<file path="src/rtl/digit_chain_pkg.sv">
// Shared constants and helpers for the cascaded up/down digit counter.
package digit_chain_pkg;

  localparam int DIGIT_W = 4;
  localparam logic [15:0] MAXV_DEFAULT = 16'h5959;

  typedef enum logic [1:0] {
    DIG_HOLD,
    DIG_CLEAR,
    DIG_LOAD,
    DIG_STEP
  } digit_op_e;

  // Limit a loaded digit so it never starts outside its own wrap range.
  function automatic logic [DIGIT_W-1:0] clamp_digit(
    input logic [DIGIT_W-1:0] v,
    input logic [DIGIT_W-1:0] lim
  );
    return (v > lim) ? lim : v;
  endfunction

endpackage

</file>
<file path="src/rtl/mod_digit.sv">
// One 4-bit wrap counter (0..MAX_V) with clear, clamped load and directional step.
// Down-counting is only built when UPDOWN_DIGIT_CHAIN_DOWN_EN is defined.
module mod_digit
  import digit_chain_pkg::*;
#(
  parameter logic [DIGIT_W-1:0] MAX_V = 4'd9
) (
  input  logic               clk,
  input  logic               srst,
  input  logic               clear,
  input  logic               load,
  input  logic [DIGIT_W-1:0] load_value,
  input  logic               step,
  input  logic               up,
  output logic [DIGIT_W-1:0] value,
  output logic               terminal
);

  localparam logic [DIGIT_W-1:0] ONE = DIGIT_W'(1);

  logic [DIGIT_W-1:0] value_reg;
  logic [DIGIT_W-1:0] value_next;
  digit_op_e          op;
  logic               at_max;

  assign at_max = (value_reg == MAX_V);

`ifdef UPDOWN_DIGIT_CHAIN_DOWN_EN
  logic at_zero;
  assign at_zero  = (value_reg == '0);
  assign terminal = up ? at_max : at_zero;
`else
  logic unused_up;
  assign unused_up = up;
  assign terminal  = at_max;
`endif

  always_comb begin
    op = DIG_HOLD;
    if (clear) begin
      op = DIG_CLEAR;
    end else if (load) begin
      op = DIG_LOAD;
    end else if (step) begin
      op = DIG_STEP;
    end
  end

  always_comb begin
    value_next = value_reg;
    unique case (op)
      DIG_CLEAR: value_next = '0;
      DIG_LOAD:  value_next = clamp_digit(load_value, MAX_V);
      DIG_STEP: begin
`ifdef UPDOWN_DIGIT_CHAIN_DOWN_EN
        if (up) begin
          value_next = at_max ? '0 : value_reg + ONE;
        end else begin
          value_next = at_zero ? MAX_V : value_reg - ONE;
        end
`else
        value_next = at_max ? '0 : value_reg + ONE;
`endif
      end
      default: value_next = value_reg;
    endcase
  end

  always_ff @(posedge clk) begin
    if (srst) begin
      value_reg <= '0;
    end else begin
      value_reg <= value_next;
    end
  end

  assign value = value_reg;

endmodule

</file>
<file path="src/rtl/updown_digit_chain.sv">
// Chain of NDIG wrap digits resolving the full ripple in one cycle, with cascade Carry and sticky Ovf.
// Down-counting is compiled in only with UPDOWN_DIGIT_CHAIN_DOWN_EN; otherwise Up is ignored.
module updown_digit_chain
  import digit_chain_pkg::*;
#(
  parameter int                        NDIG = 4,
  parameter logic [DIGIT_W*NDIG-1:0]   MAXV = (DIGIT_W*NDIG)'(MAXV_DEFAULT)
) (
  input  logic                    Clock,
  input  logic                    Reset,
  input  logic                    Enable,
  input  logic                    Up,
  input  logic                    Clear,
  input  logic                    Load,
  input  logic [DIGIT_W*NDIG-1:0] LoadValue,
  output logic [DIGIT_W*NDIG-1:0] Salida,
  output logic                    Carry,
  output logic                    Ovf
);

  logic            up_eff;
  logic [NDIG-1:0] terminal;
  logic [NDIG:0]   below_term;
  logic            ovf_reg;
  logic            ovf_next;

`ifdef UPDOWN_DIGIT_CHAIN_DOWN_EN
  assign up_eff = Up;
`else
  logic unused_up;
  assign unused_up = Up;
  assign up_eff    = 1'b1;
`endif

  // below_term[k] is high when every digit under k sits at its terminal value.
  assign below_term[0] = 1'b1;

  generate
    for (genvar gi = 0; gi < NDIG; gi++) begin : g_digit
      assign below_term[gi+1] = below_term[gi] & terminal[gi];

      mod_digit #(
        .MAX_V(MAXV[gi*DIGIT_W +: DIGIT_W])
      ) u_digit (
        .clk       (Clock),
        .srst      (Reset),
        .clear     (Clear),
        .load      (Load),
        .load_value(LoadValue[gi*DIGIT_W +: DIGIT_W]),
        .step      (Enable & below_term[gi]),
        .up        (up_eff),
        .value     (Salida[gi*DIGIT_W +: DIGIT_W]),
        .terminal  (terminal[gi])
      );
    end
  endgenerate

  assign Carry = Enable & ~Clear & ~Load & below_term[NDIG];

  always_comb begin
    ovf_next = ovf_reg;
    if (Clear) begin
      ovf_next = 1'b0;
    end else if (Load) begin
      ovf_next = ovf_reg;
    end else if (Carry) begin
      ovf_next = 1'b1;
    end
  end

  always_ff @(posedge Clock) begin
    if (Reset) begin
      ovf_reg <= 1'b0;
    end else begin
      ovf_reg <= ovf_next;
    end
  end

  assign Ovf = ovf_reg;

endmodule

</file>
<file path="config.mk">
export PLATFORM = sky130hd
export DESIGN_NAME = updown_digit_chain
export DESIGN_NICKNAME = d
export VERILOG_FILES = /design/src/rtl/digit_chain_pkg.sv /design/src/rtl/mod_digit.sv /design/src/rtl/updown_digit_chain.sv
export SDC_FILE = /design/constraint.sdc
export NUM_CORES = 1
export LEC_CHECK = 0
export CAP_MARGIN = 10
export CORE_ASPECT_RATIO = 0.7
export CORE_MARGIN = 2
export CORE_UTILIZATION = 40
export DETAILED_ROUTE_END_ITERATION = 10
export GPL_TIMING_DRIVEN = 0
export PLACE_DENSITY = 0.73
export SETUP_SLACK_MARGIN = 0.4
export SLEW_MARGIN = 20
export SYNTH_ARGS = -nofsm -noshare
export SYNTH_HDL_FRONTEND = slang
export SYNTH_HIERARCHICAL = 1
export SYNTH_SLANG_ARGS = --single-unit
</file>
<file path="constraint.sdc">
create_clock -name Clock -period 2.1 [get_ports Clock]
set_input_delay 0.63 -clock Clock [delete_from_list [all_inputs] [get_ports Clock]]
set_output_delay 0.63 -clock Clock [all_outputs]
set_load 0.005 [all_outputs]
</file>
# --- Word-level counts from Yosys, hierarchy flattened ---
# Index checks and enable logic that the tools add are counted.
word_totals:
  reg_bits: 17
classes:
  add_sub_neg: 4
  order_cmp: 4
  eq_ne: 16
  muxes: 24
  bitwise_logic: 11
  reduce_logical: 6
op_table:
  columns: ["operator", "count"]
  rows:
  - ["case mux 4 bit (3 select lines)", 4]
  - ["2-to-1 mux 4 bit", 8]
  - ["2-to-1 mux 2 bit", 12]
  - ["adder 4 x 1 -> 4 bit, second input constant", 4]
  - ["== test 2 bit, second input constant", 8]
  - ["nonzero test 3 bit", 4]
  - ["bitwise AND 1 bit", 9]
  - ["== test 2 x 1 -> 1 bit, second input constant", 4]
  - ["== test 4 x 3 -> 1 bit, second input constant", 2]
  - ["== test 4 bit, second input constant", 2]
  - ["> comparator 4 x 3 -> 1 bit, second input constant", 2]
  - ["> comparator 4 bit, second input constant", 2]
  - ["inverter 1 bit", 2]
  - ["AND reduction 2 bit", 1]
  - ["OR reduction 2 bit", 1]

# --- Longest topological paths before layout ---
# Gate-level depths: netlist of run 1.
depth:
  depth_word: 9
  mapped_depth: 9

# --- Modules after synthesis ---
# The synthesis of run 1 kept the hierarchy.
modules_own_cells:
  columns: ["mod", "n_inst", "cells_per_inst", "area_per_inst_um2"]
  rows:
  - ["mod_digit (g_digit[0].u_digit ...)", 2, 34, 294.0]
  - ["mod_digit (g_digit[1].u_digit ...)", 2, 28, 229.0]
  - ["updown_digit_chain", 1, 10, 75.1]

# --- Worst setup path after synthesis of run 1 ---
# Ideal clock, no wire load.
synth_path:
  kind: "register to register"
  start: "reg g_digit[0].u_digit.value_reg[0]"
  end: "reg g_digit[3].u_digit.value_reg[1]"
  setup_time_ns: 0.103
  t_arrival_ns: 1.819
  required_ns: 1.997
  path_slack_ns: 0.178
  path_stages_with_launch: 9
  path_buffers: 0
  synth_period_minus_slack_ns: 1.922
  cell_sequence: "dfxtp_1 -> ha_1 -> nand3b_1 -> inv_1 -> and3_1 -> and2_1 -> nand2_2 -> a211o_1 -> a2111oi_2"
synth_via:
  elab_chain_cells: 9
synth_lines:
  columns: ["element", "line_no", "rtl"]
  rows:
  - ["from (decl)", "mod_digit.sv:21", "logic [DIGIT_W-1:0] value_reg;"]
  - ["from (signal assigned)", "mod_digit.sv:73", "value_reg <= value_next;"]
  - ["== test 4 bit *", "mod_digit.sv:26", "assign at_max = (value_reg == MAX_V);"]
  - ["net below_term[1]", "updown_digit_chain.sv:23", "logic [NDIG:0] below_term;"]
  - ["bitwise AND 1 bit * (2 in a row)", "updown_digit_chain.sv:40", "assign below_term[gi+1] = below_term[gi] & terminal[gi];"]
  - ["bitwise AND 1 bit *", "updown_digit_chain.sv:50", ".step (Enable & below_term[gi]),"]
  - ["2-to-1 mux 2 bit *", "mod_digit.sv:44", "end else if (step) begin"]
  - ["2-to-1 mux 2 bit *", "mod_digit.sv:42", "end else if (load) begin"]
  - ["2-to-1 mux 2 bit *", "mod_digit.sv:40", "if (clear) begin"]
  - ["== test 2 bit or == test 2 x 1 -> 1 bit (tied branches)", "mod_digit.sv:51", "unique case (op)"]
  - ["case mux 4 bit (3 select lines) or nonzero test 3 bit (tied branches)", null, null]
  - ["to (signal assigned)", "mod_digit.sv:73", null]
  - ["to (decl)", "mod_digit.sv:21", null]
# The timed path passes the listed nets; every way through them passes the cells marked *.
# A chain may end at the register's enable or synchronous reset.

# --- Worst setup path in the final report of run 1 ---
layout_path:
  start: "reg g_digit[2].u_digit.value_reg[1]"
  end: "out Carry"
layout_via:
  elab_chain_cells: 4
layout_lines:
  columns: ["element", "line_no", "rtl"]
  rows:
  - ["from (decl)", "mod_digit.sv:21", null]
  - ["from (signal assigned)", "mod_digit.sv:73", null]
  - ["== test 4 bit", "mod_digit.sv:26", null]
  - ["net terminal[2]", "updown_digit_chain.sv:22", "logic [NDIG-1:0] terminal;"]
  - ["bitwise AND 1 bit (2 in a row)", "updown_digit_chain.sv:40", null]
  - ["bitwise AND 1 bit", "updown_digit_chain.sv:58", "assign Carry = Enable & ~Clear & ~Load & below_term[NDIG];"]
  - ["to (decl)", "updown_digit_chain.sv:17", "output logic Carry,"]
# The timed path passes the listed nets, and every way through them passes these cells.

==> run metrics, run 1 <==
I/O Buffers 38; initial antenna violation count 0; worst skew pair latency about 0.26 ns; cells along the critical path inv_2, ha_4, nand3b_1, inv_2, nand4b_1, nor3_2, buf_2; worst hold path type register to register; H-tree levels 1; Peak VDD IR roughly 0.32 mV; syn_area_per_cell 8.40 um^2; DR iter-0 viols 175; ant diodes 0; largest net degree at the start of global routing 16; Final HPWL DP around 2100 um; leakage power between 0.8 and 0.9 nW; DR WL/cell 16.2 um; Comb pwr share a little over a fifth; RSZ-0062 raised after global routing yes; Tot GR Track Use 24.0%; critical path type register to primary output; CP bufs+invs 3; Post-Syn Instances 133; Flop pwr share about 45%; Worst-Margin Slew between 0.7 and 0.8 ns; CP most frequent cell inv_2; num rows 15; Routed Antenna Nets 0; Final GP Congestion about 0.8; first-pass GRT wire length 5640 um; Switching Fraction 27.5%; count of warnings emitted by yosys 6; reg-to-reg setup timing slack roughly 0.10 ns; status finished clean; Fin Hold WS 0.533 ns; CP top delay family simple AND/OR/NAND/NOR gates; router iterations before antenna repair 4; critical path peak fanout 2; Fmax around 490 MHz; # clock sinks 17; CTS tree built; die height 48.2 um; Tot Pwr 0.753 mW; Cell Pwr Density between 300 and 400 nW/um^2; final critical-path share of the clock period 98.0%; Startpoint Class register; CTS root buffer clkbuf_8; hold_buf cts 0; layout cells sized above 1 between 30% and 40%; I/O pin cnt 40; full die area about 3200 um^2; clock period minus worst slack just over 2 ns; routed vias 1335; Layout Area Growth over Synthesis 73.5%; Slowest cell on crit path dfxtp_2; die width 67.2 um; drt total wl a little under 4000 um; vias in the first global route approximately 1.3k; Nets approximately 230; Final Hold Viols 0; internal power contribution roughly 0.55 mW; synthesized area approximately 1100 um^2; Setup TNS 0 ns; Synthesized Nets 159; clock power share 33.4%; final core utilization between 70 and 80%; Starting Density between 40% and 50%; clock skew 0.0146 ns; DRC 0; worst endpoint data arrival time approximately 1.4 ns; core area 2550 um^2; CP endpoint kind primary output; Num CTS Buffers 3; Via density roughly 5.6; maximum buffer depth of the clock tree 2; slowest stage delay, CP between 0.3 and 0.4 ns; max cap viols 0; Psw 0.207 mW; Worst Path Required 1.47 ns; max reg flops 16; Clk pin slew, worst setup/hold paths 0.08 ns; Setup-failing EPs final 0; Slew Limit Fails 0; gr ovfl total 0; max_slew headroom a little over half
-- stage by stage --
stage / instance area (um^2) / instances / worst slack [ns]
after floorplan: 1130 / 133 / 0.350
after global placement: 1550 / 205 / -0.863
final: 1940 / 239 / 0.0425
after detailed placement: 1550 / 205 / -0.923
after CTS: 1830 / 233 / 0.0493
after global routing: 1940 / 239 / -0.0238
-- placed cells by master (no fill, tap or decap), drive strengths merged, types with 2 or more instances in the layout --
master	instances
xnor2	2
a311oi	2
ha	4
a21o	2
or3b	3
dlygate4sd2	17
and2b	2
a211oi	4
o32ai	2
o21ai	8
xor2	4
buf	34
nor4	2
a221oi	2
a41oi	2
a21oi	10
nor3b	2
nand4b	3
nor2	8
nand2b	4
clkdlybuf4s15	2
nand4	2
a21boi	2
or2	2
nand2	7
nor3	3
nand3b	4
a211o	4
a2111oi	2
inv	11
clkbuf	3
nand3	4
clkdlybuf4s50	16
dfxtp	17
nor2b	4
-- final cells by class --
cell class | count | area, um^2
multi-input cells | 103 | 792
fillers | 179 | 614
repair buffers | 68 | 606
flip-flops and latches | 17 | 385
inverters | 11 | 43.8
well taps | 34 | 42.5
clock buffers | 3 | 41.3
plain buffers | 2 | 22.5
clock inverters | 1 | 5.00
-- timing repair --
item | CTS | global route
buffers inserted | 24 | 6
pin swaps | 7 | 12
setup endpoints to repair | 35 | 9
resized for setup | 68 | 18
-- power groups by stage --
stage                     clock, mW  sequential [mW]  combinational, mW
after CTS                     0.257            0.337              0.153
after floorplan                   0            0.355             0.0496
after global routing          0.274            0.339              0.176
after detailed placement          0            0.357              0.135
after global placement            0            0.356              0.132
final                         0.252            0.338              0.163
-- metal layers --
| layer | global-route usage [%] | part of all wire [%] | up-vias |
|---|---|---|---|
| met5 | 0 | 0 | - |
| met4 | 8.16 | 0.47 | 0 |
| met3 | 5.31 | 6.6 | 4 |
| met2 | 45.3 | 50 | 64 |
| met1 | 27.8 | 42 | 629 |
| li1 | - | - | 638 |
-- worst paths after layout --
kind              depth (start not counted)                                  endpoint                                startpoint
hold reg to reg                           2  g_digit[1].u_digit/value[2]$_SDFFE_PP0P_  g_digit[1].u_digit/value[2]$_SDFFE_PP0P_
setup / recovery                          7                                     Carry  g_digit[2].u_digit/value[1]$_SDFFE_PP0P_
setup reg to reg                         13  g_digit[3].u_digit/value[1]$_SDFFE_PP0P_  g_digit[2].u_digit/value[1]$_SDFFE_PP0P_
hold / removal                            2  g_digit[1].u_digit/value[2]$_SDFFE_PP0P_  g_digit[1].u_digit/value[2]$_SDFFE_PP0P_
-- worst min-delay path: stages (launching register included) --
cell     delay, ns
dfxtp_4       0.36
o21ai_0       0.07
a21oi_1       0.06
Note: power is estimated with default switching activity, not from simulation.
==> inputs of run 2 (changes only) <==
SETUP_SLACK_MARGIN = 0.5   (was 0.4)
==> run 2 against run 1 <==
The flow now finishes with violations (setup timing); global-route usage grew 0.55 points; count of clock-buffer cells in the layout increased by 1; highest routed layer unchanged; critical endpoint is now g_digit[3].u_digit/value[1]$_SDFFE_PP0P_; first-iteration DRC count is 29% lower; sequential cell count did not move; largest power group unchanged; combinational power increased by 5%; via count is 6.9% higher; clock power rose by 4%; non-clock buffer count rose by 5.
==> run metrics, run 2 (synthesis gave the netlist of run 1 again) <==
status complete, but fails checks; failing checks setup timing; worst hold path type register to register; r2r startpoint g_digit[2].u_digit/value[1]$_SDFFE_PP0P_; Setup TNS -0.100 ns; CTS tree built; Startpoint Class register; CP most frequent cell buf_6; full die area 3240 um^2; post-layout instance area ~2000 um^2; max cap viols 0; Setup crit start g_digit[2].u_digit/value[1]$_SDFFE_PP0P_; Hold Path Cell Cnt 2; clock skew 0.00656 ns; Nets 237; Worst Path Required approximately 2.3 ns; Peak VDD IR about 0.43 mV; Worst Reg-to-Reg Cells 14; Switching Fraction between 20% and 30%; Cell Pwr Density 388 nW/um^2; critical path type register to register; CTS root buffer clkbuf_8; initial antenna violation count 0; clock power share approximately 34%; max reg flops 16; die width ~67 um; layout cells sized above 1 roughly 43%; Tot GR Track Use ~25%; worst skew pair latency 0.26 ns; CP top delay family buffers and inverters; Clk pin slew, worst setup/hold paths 0.08 ns; commonest non-fill, non-tap cell in the layout buf_4; Layout Area Growth over Synthesis 78.3%; first-pass GRT wire length slightly below 6000 um; RR Endpoint g_digit[3].u_digit/value[1]$_SDFFE_PP0P_; Cells after DPL just over 200; clock period minus worst slack 2.17 ns; Slowest cell on crit path dfxtp_2; H-tree levels 1; DR WL/cell between 15 and 20 um; RSZ-0062 raised after global routing yes; gr ovfl total 0; Comb pwr share between 20% and 30%; # clock sinks 17; DRC 0; I/O Buffers 38; most frequent cells in the layout 20 x buf_4, 17 x buf_6, 17 x clkdlybuf4s50_1; Flop pwr share between 40% and 50%; reg-to-reg setup timing slack -0.07 ns; cells along the critical path inv_2, ha_4, nand3b_1, inv_1, buf_6, buf_6, buf_6, buf_6, buf_6, and2_4, nand2_4, buf_6, a21oi_2, a2111oi_2; core area approximately 2600 um^2; Final GP Congestion slightly above 0.8; vias in the first global route approximately 1.2k; Fin Hold WS 0.537 ns; internal power contribution ~0.55 mW; Routed Antenna Nets 0; die height 48.2 um; worst endpoint data arrival time between 2 and 2.5 ns; Slew Limit Fails 0; final std cells w/o fill roughly 240; largest net degree at the start of global routing 16; Post-DP Area about 1600 um^2; final critical-path share of the clock period 103%; Setup-failing EPs final 3; Final Hold Viols 0; maximum buffer depth of the clock tree 2; Psw around 0.22 mW; final core utilization around 78%; num rows 15; max_slew headroom between 70% and 80%; worst slack, placed -0.892 ns; slowest stage delay, CP 0.35 ns; Num CTS Buffers 3; leakage power ~0.9 nW; CP bufs+invs 8; CP endpoint kind register; drt total wl around 4400 um; routed vias around 1.4k; Final Worst Setup Slack -0.0673 ns; ant diodes 0; Final HPWL DP roughly 2200 um; Via density approximately 6; Starting Density between 40% and 50%; WHS Endpoint g_digit[2].u_digit/value[2]$_SDFFE_PP0P_; critical path peak fanout 2; DR iter-0 viols roughly 120; I/O pin cnt 40; Fmax around 460 MHz; router iterations before antenna repair 4; Worst-Margin Slew around 0.4 ns; Tot Pwr just under 0.8 mW; hold wc startpoint g_digit[2].u_digit/value[2]$_SDFFE_PP0P_
-- run 2: cell types whose count changed in the layout (fill, tap and decap cells not counted), sizes merged --
| cell | previous run | this run |
|---|---|---|
| buf | 34 | 39 |
| clkdlybuf4s15 | 2 | 3 |
| dlygate4sd2 | 17 | 9 |
| clkdlybuf4s50 | 16 | 17 |
| clkinv | 1 | 0 |
| clkbuf | 3 | 10 |
-- run 2: tightest hold or removal path, stage by stage (launching register included) --
cell and delay [ns]:
dfxtp_2 0.34, a211o_1 0.11, a221oi_2 0.05
-- run 2: power groups by stage --
stage,registers [mW],clock network (mW),logic (mW)
floorplan,0.355,0,0.0497
global placement,0.356,0,0.132
detailed placement,0.357,0,0.136
CTS,0.338,0.254,0.157
global route,0.341,0.275,0.182
finish,0.340,0.263,0.171
-- run 2: cell type report --
cell class | instances | area, um^2
clock buffers | 4 | 45.0
multi-input cells | 103 | 801
well taps | 34 | 42.5
repair buffers | 73 | 653
inverters | 11 | 46.3
flip-flops and latches | 17 | 382
plain buffers | 2 | 22.5
fillers | 168 | 561
-- run 2: how the worst max path moves through the flow --
stage,slack [ns],to,depth (start not counted)
final,-0.07,g_digit[3].u_digit/value[1]$_SDFFE_PP0P_,14
after floorplan,0.35,g_digit[3].u_digit/value[1]$_SDFFE_PP0P_,8
after detailed placement,-0.89,Carry,4
after CTS,0.07,g_digit[3].u_digit/value[1]$_SDFFE_PP0P_,13
after global placement,-0.85,Carry,4
after global routing,-0.08,g_digit[3].u_digit/value[1]$_SDFFE_PP0P_,14
-- run 2: timing repair --
| item | 4_1_cts | 5_1_grt |
|---|---|---|
| hold buffers | 0 | 0 |
| gates resized for setup | 76 | 28 |
| setup endpoints to repair | 35 | 21 |
| pin swaps | 6 | 12 |
| buffers inserted | 30 | 5 |
-- run 2: layer usage --
metal	vias to the layer above	global-route usage, %	share of wire (%)
met5	-	0	0
met4	0	7.76	3.8
met3	14	4.85	5.7
met2	71	46.5	51
met1	689	28.9	39
li1	653	-	-
